$ cat src/rtl/cordic_arbiter_pkg.sv
// Shared types and constants for the CORDIC request arbiter.
package cordic_arbiter_pkg;

  typedef enum logic [1:0] {
    ST_IDLE  = 2'd0,
    ST_ISSUE = 2'd1,
    ST_WAIT  = 2'd2,
    ST_RESP  = 2'd3
  } arb_state_t;

  localparam logic [31:0] QNAN = 32'h7FC00000;

  localparam int DEF_NUM_REQ        = 4;
  localparam int DEF_TIMEOUT_CYCLES = 64;

endpackage

$ cat src/rtl/cordic_arbiter_if.sv
// Requester/response bundle between the clients and the CORDIC arbiter.
interface cordic_arbiter_if import cordic_arbiter_pkg::*; #(
  parameter int NUM_REQ = DEF_NUM_REQ
);
  localparam int ID_W = $clog2(NUM_REQ);

  logic [NUM_REQ-1:0]    req_valid;
  logic [32*NUM_REQ-1:0] req_dataa;
  logic [NUM_REQ-1:0]    req_cos;
  logic [NUM_REQ-1:0]    req_ready;
  logic                  resp_valid;
  logic [31:0]           resp_data;
  logic [ID_W-1:0]       resp_id;
  logic                  resp_ready;

  modport master (
    output req_valid, req_dataa, req_cos, resp_ready,
    input  req_ready, resp_valid, resp_data, resp_id
  );

  modport slave (
    input  req_valid, req_dataa, req_cos, resp_ready,
    output req_ready, resp_valid, resp_data, resp_id
  );

endinterface

$ cat src/rtl/cordic_rr_picker.sv
// Round-robin selector: first valid request at or above ptr, wrapping.
module cordic_rr_picker import cordic_arbiter_pkg::*; #(
  parameter int NUM_REQ = DEF_NUM_REQ
) (
  input  logic [NUM_REQ-1:0]         req,
  input  logic [$clog2(NUM_REQ)-1:0] ptr,
  output logic [NUM_REQ-1:0]         grant,
  output logic [$clog2(NUM_REQ)-1:0] idx,
  output logic                       any
);
  localparam int ID_W = $clog2(NUM_REQ);

  int              pos;
  logic [ID_W-1:0] cand;

  always_comb begin
    grant = '0;
    idx   = '0;
    any   = 1'b0;
    pos   = 0;
    cand  = '0;
    for (int k = 0; k < NUM_REQ; k++) begin
      pos = int'(ptr) + k;
      if (pos >= NUM_REQ) pos = pos - NUM_REQ;
      cand = ID_W'(pos);
      if (!any && req[cand]) begin
        any = 1'b1;
        idx = cand;
      end
    end
    if (any) grant = NUM_REQ'(1) << idx;
  end

endmodule

$ cat src/rtl/cordic_arbiter.sv
// Shares one CORDIC engine among NUM_REQ requesters with round-robin grant.
// Optional watchdog enabled by defining CORDIC_ARB_TIMEOUT_EN.
module cordic_arbiter import cordic_arbiter_pkg::*; #(
  parameter int NUM_REQ        = DEF_NUM_REQ,
  parameter int TIMEOUT_CYCLES = DEF_TIMEOUT_CYCLES
) (
  input  logic             clk,
  input  logic             reset,
  input  logic             clk_en,
  cordic_arbiter_if.slave  bus,
  output logic             eng_start,
  output logic [31:0]      eng_dataa,
  output logic             eng_cos,
  input  logic             eng_done,
  input  logic [31:0]      eng_result,
  output logic             busy
);
  localparam int ID_W = $clog2(NUM_REQ);

  if (NUM_REQ < 2 || NUM_REQ > 8 || TIMEOUT_CYCLES < 1) begin : g_bad_param
    $error("cordic_arbiter: parameter out of range");
  end

  arb_state_t         state, state_next;
  logic [ID_W-1:0]    rr_ptr;
  logic [ID_W-1:0]    pick_idx;
  logic [NUM_REQ-1:0] pick_grant;
  logic               pick_any;
  logic               timeout_fire;
  logic [31:0]        sel_dataa;
  logic               sel_cos;

  cordic_rr_picker #(.NUM_REQ(NUM_REQ)) u_picker (
    .req   (bus.req_valid),
    .ptr   (rr_ptr),
    .grant (pick_grant),
    .idx   (pick_idx),
    .any   (pick_any)
  );

  always_comb begin
    sel_dataa = '0;
    sel_cos   = 1'b0;
    for (int i = 0; i < NUM_REQ; i++) begin
      if (pick_idx == ID_W'(i)) begin
        sel_dataa = bus.req_dataa[32*i +: 32];
        sel_cos   = bus.req_cos[i];
      end
    end
  end

`ifdef CORDIC_ARB_TIMEOUT_EN
  localparam int CNT_W = $clog2(TIMEOUT_CYCLES + 1);
  logic [CNT_W-1:0] wait_cnt;

  assign timeout_fire = (state == ST_WAIT) && !eng_done &&
                        (wait_cnt == CNT_W'(TIMEOUT_CYCLES - 1));

  always_ff @(posedge clk or posedge reset) begin
    if (reset) begin
      wait_cnt <= '0;
    end else if (clk_en) begin
      if (state != ST_WAIT) wait_cnt <= '0;
      else if (!timeout_fire) wait_cnt <= wait_cnt + 1'b1;
    end
  end
`else
  assign timeout_fire = 1'b0;
`endif

  always_ff @(posedge clk or posedge reset) begin
    if (reset) state <= ST_IDLE;
    else if (clk_en) state <= state_next;
  end

  // req_ready is gated by reset so a held request never shows a grant while in reset
  always_comb begin
    state_next    = state;
    bus.req_ready = '0;
    eng_start     = 1'b0;
    case (state)
      ST_IDLE: begin
        if (pick_any) begin
          state_next = ST_ISSUE;
          if (clk_en && !reset) bus.req_ready = pick_grant;
        end
      end
      ST_ISSUE: begin
        state_next = ST_WAIT;
        eng_start  = clk_en;
      end
      ST_WAIT: begin
        if (eng_done || timeout_fire) state_next = ST_RESP;
      end
      ST_RESP: begin
        if (bus.resp_ready) state_next = ST_IDLE;
      end
      default: state_next = ST_IDLE;
    endcase
  end

  assign busy           = (state != ST_IDLE);
  assign bus.resp_valid = (state == ST_RESP);

  always_ff @(posedge clk or posedge reset) begin
    if (reset) begin
      rr_ptr        <= '0;
      eng_dataa     <= '0;
      eng_cos       <= 1'b0;
      bus.resp_id   <= '0;
      bus.resp_data <= '0;
    end else if (clk_en) begin
      if (state == ST_IDLE && pick_any) begin
        rr_ptr      <= (pick_idx == ID_W'(NUM_REQ - 1)) ? '0 : pick_idx + 1'b1;
        eng_dataa   <= sel_dataa;
        eng_cos     <= sel_cos;
        bus.resp_id <= pick_idx;
      end
      if (state == ST_WAIT) begin
        if (eng_done) bus.resp_data <= eng_result;
        else if (timeout_fire) bus.resp_data <= QNAN;
      end
    end
  end

endmodule

$ cat src/flat_wrapper.sv
// flat-port wrapper written by rule: the top's interface ports become plain ports
module cordic_arbiter_flat import cordic_arbiter_pkg::*;
#(
  parameter int NUM_REQ        = DEF_NUM_REQ,
  parameter int TIMEOUT_CYCLES = DEF_TIMEOUT_CYCLES
)
  (clk, reset, clk_en, eng_start, eng_dataa, eng_cos, eng_done, eng_result, busy, bus_req_valid, bus_req_dataa, bus_req_cos, bus_resp_ready, bus_req_ready, bus_resp_valid, bus_resp_data, bus_resp_id);
  cordic_arbiter_if #(.NUM_REQ(NUM_REQ)) bus_i ();
  input  logic clk;
  input  logic reset;
  input  logic clk_en;
  output logic eng_start;
  output logic [31:0] eng_dataa;
  output logic eng_cos;
  input  logic eng_done;
  input  logic [31:0] eng_result;
  output logic busy;
  input wire logic [$bits(bus_i.req_valid)-1:0] bus_req_valid;
  input wire logic [$bits(bus_i.req_dataa)-1:0] bus_req_dataa;
  input wire logic [$bits(bus_i.req_cos)-1:0] bus_req_cos;
  input wire logic [$bits(bus_i.resp_ready)-1:0] bus_resp_ready;
  output wire logic [$bits(bus_i.req_ready)-1:0] bus_req_ready;
  output wire logic [$bits(bus_i.resp_valid)-1:0] bus_resp_valid;
  output wire logic [$bits(bus_i.resp_data)-1:0] bus_resp_data;
  output wire logic [$bits(bus_i.resp_id)-1:0] bus_resp_id;
  assign bus_i.req_valid = bus_req_valid;
  assign bus_i.req_dataa = bus_req_dataa;
  assign bus_i.req_cos = bus_req_cos;
  assign bus_i.resp_ready = bus_resp_ready;
  assign bus_req_ready = bus_i.req_ready;
  assign bus_resp_valid = bus_i.resp_valid;
  assign bus_resp_data = bus_i.resp_data;
  assign bus_resp_id = bus_i.resp_id;
  cordic_arbiter #(.NUM_REQ(NUM_REQ), .TIMEOUT_CYCLES(TIMEOUT_CYCLES)) u_core (.clk(clk), .reset(reset), .clk_en(clk_en), .bus(bus_i), .eng_start(eng_start), .eng_dataa(eng_dataa), .eng_cos(eng_cos), .eng_done(eng_done), .eng_result(eng_result), .busy(busy));
endmodule
$ cat config.mk
export PLATFORM = sky130hd
export DESIGN_NAME = cordic_arbiter_flat
export DESIGN_NICKNAME = d
export VERILOG_FILES = /design/src/rtl/cordic_arbiter_pkg.sv /design/src/rtl/cordic_arbiter_if.sv /design/src/rtl/cordic_rr_picker.sv /design/src/rtl/cordic_arbiter.sv /design/src/flat_wrapper.sv
export SDC_FILE = /design/constraint.sdc
export NUM_CORES = 1
export LEC_CHECK = 0
export ABC_CLOCK_PERIOD_IN_PS = 3900
export CAP_MARGIN = 20
export CORE_MARGIN = 1
export CORE_UTILIZATION = 39
export CTS_CLUSTER_DIAMETER = 100
export DETAILED_ROUTE_END_ITERATION = 12
export GPL_TIMING_DRIVEN = 0
export PLACE_DENSITY = 0.89
export SYNTH_ARGS = -nofsm -noshare
export SYNTH_HDL_FRONTEND = slang
export SYNTH_SLANG_ARGS = --single-unit
export TNS_END_PERCENT = 20
$ cat constraint.sdc
create_clock -name clk -period 3.9 [get_ports clk]
set_input_delay 0.78 -clock clk [delete_from_list [all_inputs] [get_ports clk]]
set_output_delay 0.78 -clock clk [all_outputs]
set_load 0.01 [all_outputs]
Word level (Yosys, flattened, before mapping). Index checks and enable logic that the tools add are counted.

Register bits: 71. Bits of input ports: 173. Output and inout port bits: 74. Word-level logic and storage cells: 84.

Add/subtract/negate cells: 8. $lt $le $gt $ge: 8. Eq/ne operators: 9. Shift operators: 1. Muxes and demuxes: 37. Reductions and logical operators: 15.

Operators with widths (count): 32-bit 2-to-1 mux (4); 2-bit 2-to-1 mux (12); 1-bit 2-to-1 mux (13); 2-bit by 3-bit less-than comparator with 1-bit output, second input constant (4); 4-bit 2-to-1 mux (3); 3-bit greater-or-equal comparator, second input constant (3); 1-bit binary-select mux with 2-bit select (4); 2-bit equality test, second input constant (4); 2-bit one-hot mux with 4 select lines (1); 2-bit by 1-bit subtractor with 2-bit output, second input constant (4); 2-bit by 2-bit adder with 3-bit output, second input constant (2); 1-bit logical AND (5); 2-bit by 1-bit equality test with 1-bit output, second input constant (2); 1-bit zero test (4); 2-bit zero test (2); 2-bit != test, second input constant (2); 4-bit AND reduction (1); 1-bit by 2-bit << shifter with 4-bit output, first input constant (1); 2-bit by 1-bit adder with 3-bit output, second input constant (1); 2-bit by 3-bit greater-or-equal comparator with 1-bit output, second input constant (1); 3-bit AND reduction (1); 2-bit by 1-bit adder with 2-bit output, second input constant (1); 2-bit by 1-bit != test with 1-bit output, second input constant (1); 2-bit AND reduction (1); 2-bit nonzero test (1).

Depth between registers and ports, before layout.
Depth after elaboration: 19. Gate-level depth with buffers: 10. Depth with buffers taken out: 7.

Modules after synthesis. Synthesis repeated with hierarchy kept, for this count alone.

Cells, all modules: 400. Area total of the unflattened synthesis: 4455.5 sq um.

By module, submodules not included: cordic_arbiter (instances 1, cells each 368, area each 4272.8 sq um, sequential area each 1776.7 sq um); cordic_rr_picker (instances 1, cells each 32, area each 182.7 sq um, sequential area each 0.0 sq um).

Least setup slack after synthesis. Ideal clock, no wire load.

Kind: input to output. Start point: input reset. End point: output bus_req_ready[0]. Arrival: 2.699 ns. Required time: 3.120 ns. Path slack: 0.421 ns. Cell stages on the path: 2. Path buffers: 0. Path through: inv_1 -> and3_1.

Cells in the longest elaborated chain, start to end: 5.

Ends and longest elaborated chain: start: declaration (RTL line flat_wrapper.sv:10) `input logic reset;`; 1-bit zero test (no line); 1-bit logical AND (RTL line cordic_arbiter.sv:85) `if (clk_en && !reset) bus.req_ready = pick_grant;`; 4-bit 2-to-1 mux (RTL line cordic_arbiter.sv:85); 4-bit 2-to-1 mux (RTL line cordic_arbiter.sv:83) `if (pick_any) begin`; 4-bit 2-to-1 mux (RTL line cordic_arbiter.sv:81) `case (state)`; end: declaration (RTL line flat_wrapper.sv:22) `output wire logic [$bits(bus_i.req_ready)-1:0] bus_req_ready;`.

Every way passes these cells.

Worst setup path in the final report.
Start point: input bus_req_valid[2]. End point: output bus_req_ready[3].

Cells in the longest elaborated chain, start to end: 16. Elaborated cells between the ends (all ways): 26. Classes of those cells: 1 x shift; 19 x mux; 6 x reduce/logical.

Ends and longest elaborated chain: start: declaration (RTL line flat_wrapper.sv:18) `input wire logic [$bits(bus_i.req_valid)-1:0] bus_req_valid;`; 1-bit binary-select mux with 2-bit select (RTL line cordic_rr_picker.sv:26) `if (!any && req[cand]) begin`; 1-bit 2-to-1 mux (implied by the code) (RTL line cordic_rr_picker.sv:26); 1-bit 2-to-1 mux (RTL line cordic_rr_picker.sv:26); 1-bit zero test (RTL line cordic_rr_picker.sv:26); 1-bit logical AND (RTL line cordic_rr_picker.sv:26); 1-bit 2-to-1 mux (RTL line cordic_rr_picker.sv:26); 1-bit zero test (RTL line cordic_rr_picker.sv:26); 1-bit logical AND (RTL line cordic_rr_picker.sv:26); 1-bit 2-to-1 mux (RTL line cordic_rr_picker.sv:26); 1-bit zero test (RTL line cordic_rr_picker.sv:26); 1-bit logical AND (RTL line cordic_rr_picker.sv:26); 2-bit 2-to-1 mux * (RTL line cordic_rr_picker.sv:26); net u_core.pick_idx[1] (RTL line cordic_arbiter.sv:26) `logic [ID_W-1:0] pick_idx;`; 1-bit by 2-bit << shifter with 4-bit output * (RTL line cordic_rr_picker.sv:31) `if (any) grant = NUM_REQ'(1) << idx;`; 4-bit 2-to-1 mux * (RTL line cordic_arbiter.sv:85); 4-bit 2-to-1 mux * (RTL line cordic_arbiter.sv:83); 4-bit 2-to-1 mux * (RTL line cordic_arbiter.sv:81).

The timed path passes the listed nets; every way through them passes the cells marked *. The select of a mux whose other input is x is not followed.

==> results.yml <==
status:
  status: "complete, no violations"
detailed_routing:
  firstDrtPassIters: 4
  wl_met1_um: 5590
  vias: 4508
  dr.max_layer_used: "met4"
  met2_length_um: 7420
  drc: 0
  avgViaCountPerCell: 5.44
  ant_nets: 0
  wl_um: 14600
  wl_per_cell_um: 17.6
  dr_wl_met3_um: 1190
  initialDrtViolationCount: 235
cts:
  cts_buffer_depth: 2
  cts_hold_buf: 0
  cts_tree: "built"
  path_clk_slew_ns: 0.07
  cts-root-buf: "clkbuf_8"
  clock_sinks: 71
  htree_levels: 3
  clk_latency_ns: 0.34
  cts_buffers: 9
layout:
  fin_cells: 828
  fin_nets: 868
  layout-drive-gt1-share: 0.158
  nFillCells: 819
  multiInputGateArea_um2: 2140
  fin_area_um2: 7120
  seqCellArea_um2: 1780
  final_cell_mix: "clkdlybuf4s50_1 (240), dfrtp_1 (71), a21oi_1 (40)"
  layout_commonest_cell: "clkdlybuf4s50_1"
  syn_to_final_growth_pct: 68.4
  num_antenna_cells: 0
global_routing:
  grt_max_degree: 76
  grt.total_usage: 0.254
  antenna_found_initial: 0
  grt-ovfl-total: 0
  grt_pass1_wl_um: 22100
  grt_pass1_vias: 4603
pwr:
  total_power_uw: 4840
  vdd_drop_max_mv: 0.291
  powerDensity_nw_per_um2: 681
  p_leak_uw: 0.00288
synthesis:
  syn-cell-area_um2: 4230
  syn_inst: 431
  synth-seq-cells: 71
  ys_warn_count: 0
  syn_nets: 612
  seq_area_frac_synth: 0.420
  synth_area_per_cell_um2: 9.80
  synth_cell_types: 35
sta:
  fin_skew_ns: 0.00801
  rsz0062_at_grt: "true"
  max_slew.worst_pin.slew_ns: 0.905
  holdWs_ns: 0.506
  hold_viol_final: 0
  fmaxAchievable_mhz: 260
  fin_tns_setup_ns: 0
  min_period_over_period: 0.985
  period_needed_ns: 3.84
  relSlewSlack: 0.397
  setup_viol: 0
  slew_viol_final: 0
floorplan:
  initial_utilization: 0.406
  fp.dieH_um: 106
  core-area_um2: 10400
  fp.dieArea_um2: 11300
  ioPinCount: 247
  die_w_um: 106
  num_rows: 37
setup_path:
  crit_buf_inv: 3
  crit_slowest_cell: "clkdlybuf4s50_1"
  cp-end-kind: "output port"
  slowest_delay_ns: 0.56
  criticalPathCategory: "in2out"
  critPathArrivalTime_ns: 3.06
  path_cells: "dlygate4sd2_1 > nor2b_1 > a311oi_2 > nor2_1 > ha_2 > clkbuf_2 > and3_1 > clkdlybuf4s50_1"
  crit_fanout: 10
  required_ns: 3.12
  crit_family: "buffers and inverters"
  critPathLaunchType: "input port"
place:
  globalplace.congestion: 0.879
  portBuffers: 246
  dp_cells: 813
  hpwl_um: 11500
  dpl_cell_area_um2: 6860
flow_run:
  drv_cap: 0
hold_path:
  hold_path_class: "reg2reg"
==> area by class of cell <==
type,count,share of cell area
plain buffers,36,0.0294
well taps,136,0.0239
clock inverters,3,0.00598
flip-flops and latches,71,0.250
repair buffers,249,0.349
multi-input cells,281,0.301
clock buffers,13,0.0209
inverters,39,0.0209
==> power by group <==
part           internal [uW]  switching (uW)  total (uW)
Clock                    313             270         584
Sequential              1110             235        1350
Combinational           1570            1340        2910
==> Yosys cell counts <==
| cell | number | area [um2] |
|---|---|---|
| dfrtp_1 | 71 | 1780 |
| a21oi_1 | 40 | 200 |
| inv_1 | 39 | 146 |
| nand2_1 | 37 | 139 |
| mux2_2 | 34 | 383 |
| a221o_1 | 33 | 330 |
| a31oi_1 | 33 | 206 |
| nand3b_1 | 33 | 248 |
| a21oi_2 | 29 | 254 |
| clkbuf_1 | 20 | 75.1 |
| buf_2 | 14 | 70.1 |
| ha_1 | 8 | 100 |
| and3_1 | 4 | 25.0 |
| buf_6 | 4 | 45.0 |
| nor2b_1 | 4 | 25.0 |
| and2_1 | 3 | 18.8 |
| nor2_1 | 3 | 11.3 |
| o21ai_0 | 3 | 15.0 |
| nand2b_1 | 2 | 12.5 |
| or2_2 | 2 | 12.5 |
| a2111oi_2 | 1 | 15.0 |
| a21o_1 | 1 | 7.51 |
| a311oi_1 | 1 | 8.76 |
| a41oi_1 | 1 | 8.76 |
| buf_1 | 1 | 3.75 |
| buf_4 | 1 | 7.51 |
| nand3_1 | 1 | 5.00 |
| nand4_1 | 1 | 6.26 |
| nor4_1 | 1 | 6.26 |
| nor4_4 | 1 | 21.3 |
| o21a_1 | 1 | 7.51 |
| o31ai_1 | 1 | 7.51 |
| o32a_1 | 1 | 10.0 |
| o41ai_1 | 1 | 8.76 |
| or4_1 | 1 | 7.51 |
==> timing repair <==
item,CTS,global route
buffers inserted,3,0
pin swaps,2,1
cloned,0,0
resized for setup,19,2
endpoints found under the setup margin,4,3
==> layer usage <==
| layer | vias up | global-route usage |
|---|---|---|
| li1 | 2086 | - |
| met5 | - | 0 |
| met2 | 245 | 0.471 |
| met3 | 23 | 0.0607 |
| met1 | 2154 | 0.273 |
| met4 | 0 | 0.106 |
==> final timing paths <==
check / depth (start not counted) / slack [ns] / from / endpoint
worst max register to register: 10 / 1.06 / u_core.rr_ptr[1]$_DFFE_PP0P_ / u_core.eng_cos$_DFFE_PP0P_
worst min register to register: 1 / 0.51 / u_core.bus.resp_data[31]$_DFFE_PP0P_ / u_core.bus.resp_data[31]$_DFFE_PP0P_
worst max-delay path: 8 / 0.06 / bus_req_valid[2] / bus_req_ready[3]
max in group asynchronous: 2 / 2.33 / reset / u_core.eng_dataa[27]$_DFFE_PP0P_
worst min-delay path: 1 / 0.51 / u_core.bus.resp_data[31]$_DFFE_PP0P_ / u_core.bus.resp_data[31]$_DFFE_PP0P_
min in group asynchronous: 2 / 0.98 / reset / u_core.bus.resp_data[15]$_DFFE_PP0P_
==> metrics by stage <==
stage | utilization | setup WS, ns
6_report | 0.683 | 0.0595
5_1_grt | 0.683 | -0.0153
4_1_cts | 0.682 | 0.00909
3_5_place_dp | 0.659 | -1.16
3_3_place_gp | 0.658 | -1.11
2_1_floorplan | - | 0.421
==> registers in the layout, indices dropped and copies added, names as in the netlist <==
signal,flops
u_core.rr_ptr,2
u_core.state,2
u_core.bus.resp_data,32
u_core.eng_dataa,32
u_core.eng_cos,1
u_core.bus.resp_id,2
==> cells by family after synthesis <==
kind of cell,after synthesis,share of synthesized area
compound gates,146,0.256
fa+ha+maj,8,0.0237
buf+inv,79,0.0823
flops,71,0.420
mux,34,0.0906
simple gates,93,0.127
Note: power is estimated with default switching activity, not from simulation.
==> RTL change 1 (config.mk and constraints unchanged) <==
`DEF_NUM_REQ`: 4 -> 2.
--- a/src/rtl/cordic_arbiter_pkg.sv
+++ b/src/rtl/cordic_arbiter_pkg.sv
@@ -11,5 +11,5 @@
   localparam logic [31:0] QNAN = 32'h7FC00000;
 
-  localparam int DEF_NUM_REQ        = 4;
+  localparam int DEF_NUM_REQ        = 2;
   localparam int DEF_TIMEOUT_CYCLES = 64;
 
Interface: changed (5 resized); port bits go from 247 to 176. The function was not compared with the original's and may differ.
==> RTL change 1 against the original RTL <==
- routed wire length fell by 43%
- sequential power is 8% lower
- via count shrank 46%
- setup slack improved by 200 ps
- total power fell by 28%
- first-iteration DRC count fell by 56%
- global-route usage shrank 3.9 points
- synthesized cell count fell by 52%
- final area shrank 30%
- area after synthesis shrank 31%
- sequential cell count decreased by 2
- critical path depth down 2
- critical endpoint is now bus_req_ready[0]
- largest cell class unchanged
==> RTL change 1: results (changes against the original RTL) <==
Power and ir drop
The sequential share of power came to 35.3% (+7.4 points). The clock group power was 640 uW (+9.6%). The largest voltage drop on the vdd net is 0.0003365 V (+16%). The net switching power of the design came to 1.052 mW (-43%).

Finish
The count of inverters not on the clock network in the layout was 7 (-82%). The count of fill cells added during filler insertion was 532 (-35%). The share of cells above drive strength 1 was 15.50% (-0.25 points). The fraction of area in multi-input gates came to 21.73% (-8.3 points). The sequential share of cell area is 34.55% (+9.6 points). The clock buffer count in the final layout is 10 (-3). The non-clock buffer total of the final layout is 187 (-34%). The non-clock buffer area fraction after layout is 36.18% (-1.6 points). The register area was 1727 sq um (-2.8%). The number of non-filler instances in the completed layout came to 499 (-40%).

Global route
The overall fraction of global-route tracks in use is 21.47% (-3.9 points). The met2 demand-to-capacity share in global routing is 38.32% (-8.8 points).

Routing
The total length of routed met2 wires came to 4.340 mm (-42%). The via density per instance is 4.908 (-9.9%). The number of optimization iterations in the first detailed-route pass is 6 (+2). The initial detailed-routing violation count came to 103 (-56%). The wire length per cell after detailed routing came to 16.72 um (-4.8%).

Critical path
The logic depth of the worst register-to-register path is 6 (-4). The critical path starts at clk_en. Following the worst setup path forward leads to its endpoint at bus_req_ready[0]. The reg-to-reg critical path endpoint is u_core.eng_dataa[27]$_DFFE_PP0P_.

Floorplan
The die span in x is 88.16 um (-17%).

Logic synthesis
The sequential share of the synthesized area is 59.64% (+18 points). The number of distinct library cells after synthesis is 19 (-46%). By area the synthesized netlist is led by sky130_fd_sc_hd__dfrtp_1 60%, sky130_fd_sc_hd__mux2_2 13%, sky130_fd_sc_hd__a221o_1 11%, sky130_fd_sc_hd__and2_0 6.9%, sky130_fd_sc_hd__ha_1 2.2%.

Placement
The cell area after placement was 4773 sq um (-30%). The post-place setup slack is 274.1 ps (+1432 ps). The routability congestion estimate from global placement is 0.8240 (-6.3%).

STA
The worst hold slack after final layout is 508.2 ps (+2.655 ps). The time the worst path needs with I/O delays and setup is 3640 ps (-200.7 ps).

Run status
The flow ran to the end, and the final reports show no timing, DRC or antenna violations.

Hold path
In this run the most critical hold path is launched from u_core.bus.resp_data[18]$_DFFE_PP0P_.
==> RTL change 1: cell count changes in the layout (fill, tap and decap cells not counted), moves of 5 or more <==
| cell | delta |
|---|---|
| sky130_fd_sc_hd__a31oi_1 | -33 |
| sky130_fd_sc_hd__a21oi_1 | -38 |
| sky130_fd_sc_hd__nand2_1 | -37 |
| sky130_fd_sc_hd__buf_6 | -6 |
| sky130_fd_sc_hd__clkdlybuf4s50_1 | -65 |
| sky130_fd_sc_hd__dlygate4sd2_1 | -5 |
| sky130_fd_sc_hd__nand3b_1 | -33 |
| sky130_fd_sc_hd__inv_1 | -32 |
| sky130_fd_sc_hd__clkbuf_1 | -16 |
| sky130_fd_sc_hd__and2_0 | +32 |
| sky130_fd_sc_hd__a21oi_2 | -27 |
==> RTL change 1: logic make-up after synthesis <==
family                     Yosys count  share of synthesized area, %
DFF                                 69                         59.64
buffers and inverters               19                         2.852
muxes                               33                         12.84
and+or+nand+nor                     43                         9.161
adders and majority gates            5                         2.161
AOI/OAI and AO/OA                   40                         13.35
==> RTL change 2 (same settings) <==
Made on the original files. Re-encode `arb_state_t` (4 states) as one-hot, 4 bits wide.
--- a/src/rtl/cordic_arbiter_pkg.sv
+++ b/src/rtl/cordic_arbiter_pkg.sv
@@ -2,9 +2,9 @@
 package cordic_arbiter_pkg;
 
-  typedef enum logic [1:0] {
-    ST_IDLE  = 2'd0,
-    ST_ISSUE = 2'd1,
-    ST_WAIT  = 2'd2,
-    ST_RESP  = 2'd3
+  typedef enum logic [3:0] {
+    ST_IDLE  = 4'b0001,
+    ST_ISSUE = 4'b0010,
+    ST_WAIT  = 4'b0100,
+    ST_RESP  = 4'b1000
   } arb_state_t;
 
Behaviour: no difference found for any inputs over 4 cycles, from zero or initial values and one cycle with reset high; so few cycles prove little.
==> RTL change 2 against the original RTL <==
- final area shrank 9.0%
- routed wire length is 9.3% lower
- maximum frequency increased by 3.1%
- total power shrank 8.7%
- clock skew rose by 1.7 ps
- setup slack gained 120 ps
- sequential cell count up 2
- first-iteration DRC count shrank 57%
- sequential share of layout area grew 3.3 points
- area after synthesis decreased by 14%
==> RTL change 2: results (changes against the original RTL) <==
Run status
The run finished with clean final reports.

Hold path
For hold timing, the worst endpoint is u_core.eng_dataa[18]$_DFFE_PP0P_. In this run the most critical hold path is launched from u_core.eng_dataa[18]$_DFFE_PP0P_.

Placement
The routability congestion estimate from global placement was 0.8162 (-7.2%). The cell area after placement is 6243 sq um (-9.0%). The half-perimeter wire length after detailed placement is 10.34 mm (-10%). The post-place setup slack was -519.1 ps (+639.1 ps). The placed cell count is 678 (-17%).

Logic synthesis
By count the netlist is led by 72 x sky130_fd_sc_hd__dfrtp_1, 39 x sky130_fd_sc_hd__nand2_1, 33 x sky130_fd_sc_hd__a221oi_1, 33 x sky130_fd_sc_hd__o22ai_1, 25 x sky130_fd_sc_hd__mux2_2. The net count after synthesis is 502 (-18%). The compound-cell area share of the yosys netlist is 24.25% (-1.3 points).

The number of standard cells after synthesis came to 325 (-25%). The number of distinct library cells after synthesis is 37 (+5.7%). The fraction of the mapped netlist area in adder cells was 1.370% (-1.0 points). The share of cell area taken by muxes after synthesis is 10.48% (+1.4 points).

Routing
The total length of routed met2 wires is 6.892 mm (-7.1%). The met1 layer wirelength in the final routing is 4.931 mm (-12%). The wire length on met3 is 965 um (-19%). The initial detailed-routing violation count is 102 (-57%). The wire length per cell after detailed routing was 19.05 um (+8.4%).

Global route
The number of global-route vias before repair is 4023 (-13%). The pin count of the biggest net entering global routing is 74 (-2.6%). The wire length of the first global-routing pass is 20.36 mm (-8.0%). The overall fraction of global-route tracks in use is 26.94% (+1.6 points).

The met2 demand-to-capacity share in global routing is 50.03% (+2.9 points). The met1 track utilization from global routing was 28.95% (+1.6 points). The global-route track usage on met3 is 6.596% (+0.53 points).

Finish
The number of non-filler instances in the completed layout is 693 (-16%). The share of cells above drive strength 1 is 13.33% (-2.4 points). The count of fill cells added during filler insertion was 643 (-21%).

In the final layout, the registers with the most flip-flops are u_core.bus.resp_data: 32 flops, u_core.eng_dataa: 32 flops, u_core.state: 4 flops. The post-layout net count is 757 (-13%).

STA
The time the worst path needs with I/O delays and setup is 3724 ps (-116.1 ps). The worst slew slack as a fraction of its limit is 39.15% (-0.54 points). The final setup skew came to 9.747 ps (+1.740 ps).

The worst hold slack after final layout is 486.3 ps (-19.20 ps).

Critical path
The maximum fanout encountered on the critical timing path came to 4 (-6). The critical path arrival came to 2940 ps (-120 ps). The startpoint identified for the worst register-to-register timing path is u_core.rr_ptr[0]$_DFFE_PP0P_. The reg-to-reg critical path endpoint is u_core.eng_dataa[8]$_DFFE_PP0P_.

Clock tree
The number of cells upsized or downsized after cts came to 14 (-5). The post-CTS setup repair buffer count came to 0 (-3).

Power and ir drop
The sequential share of power is 29.7% (+1.8 points).
==> RTL change 2: changes by cell type after synthesis, sizes merged, moves of 6 or more <==
cell	delta
o31ai	+32
buf	-8
o22ai	+33
a221oi	+33
inv	-32
a31oi	-31
a221o	-33
nand3b	-33
nor3b	+6
a21oi	-68
==> RTL change 2: worst max path at each step <==
stage | depth (start not counted) | to
CTS | 8 | bus_req_ready[0]
detailed placement | 10 | bus_req_ready[1]
floorplan | 8 | bus_req_ready[1]
finish | 8 | bus_req_ready[0]
global placement | 10 | bus_req_ready[1]
global route | 9 | bus_req_ready[3]
==> RTL change 2: area by class of cell <==
type	instances	area, sq um	area share, %
buffer	30	152.6	2.357
timing repair buffer	245	2452	37.86
clock inverter	6	67.56	1.043
clock buffer	10	127.6	1.970
inverter	8	33.78	0.5215
sequential	73	1828	28.22
tap	108	135.1	2.086
multi-input combinational	213	1680	25.94
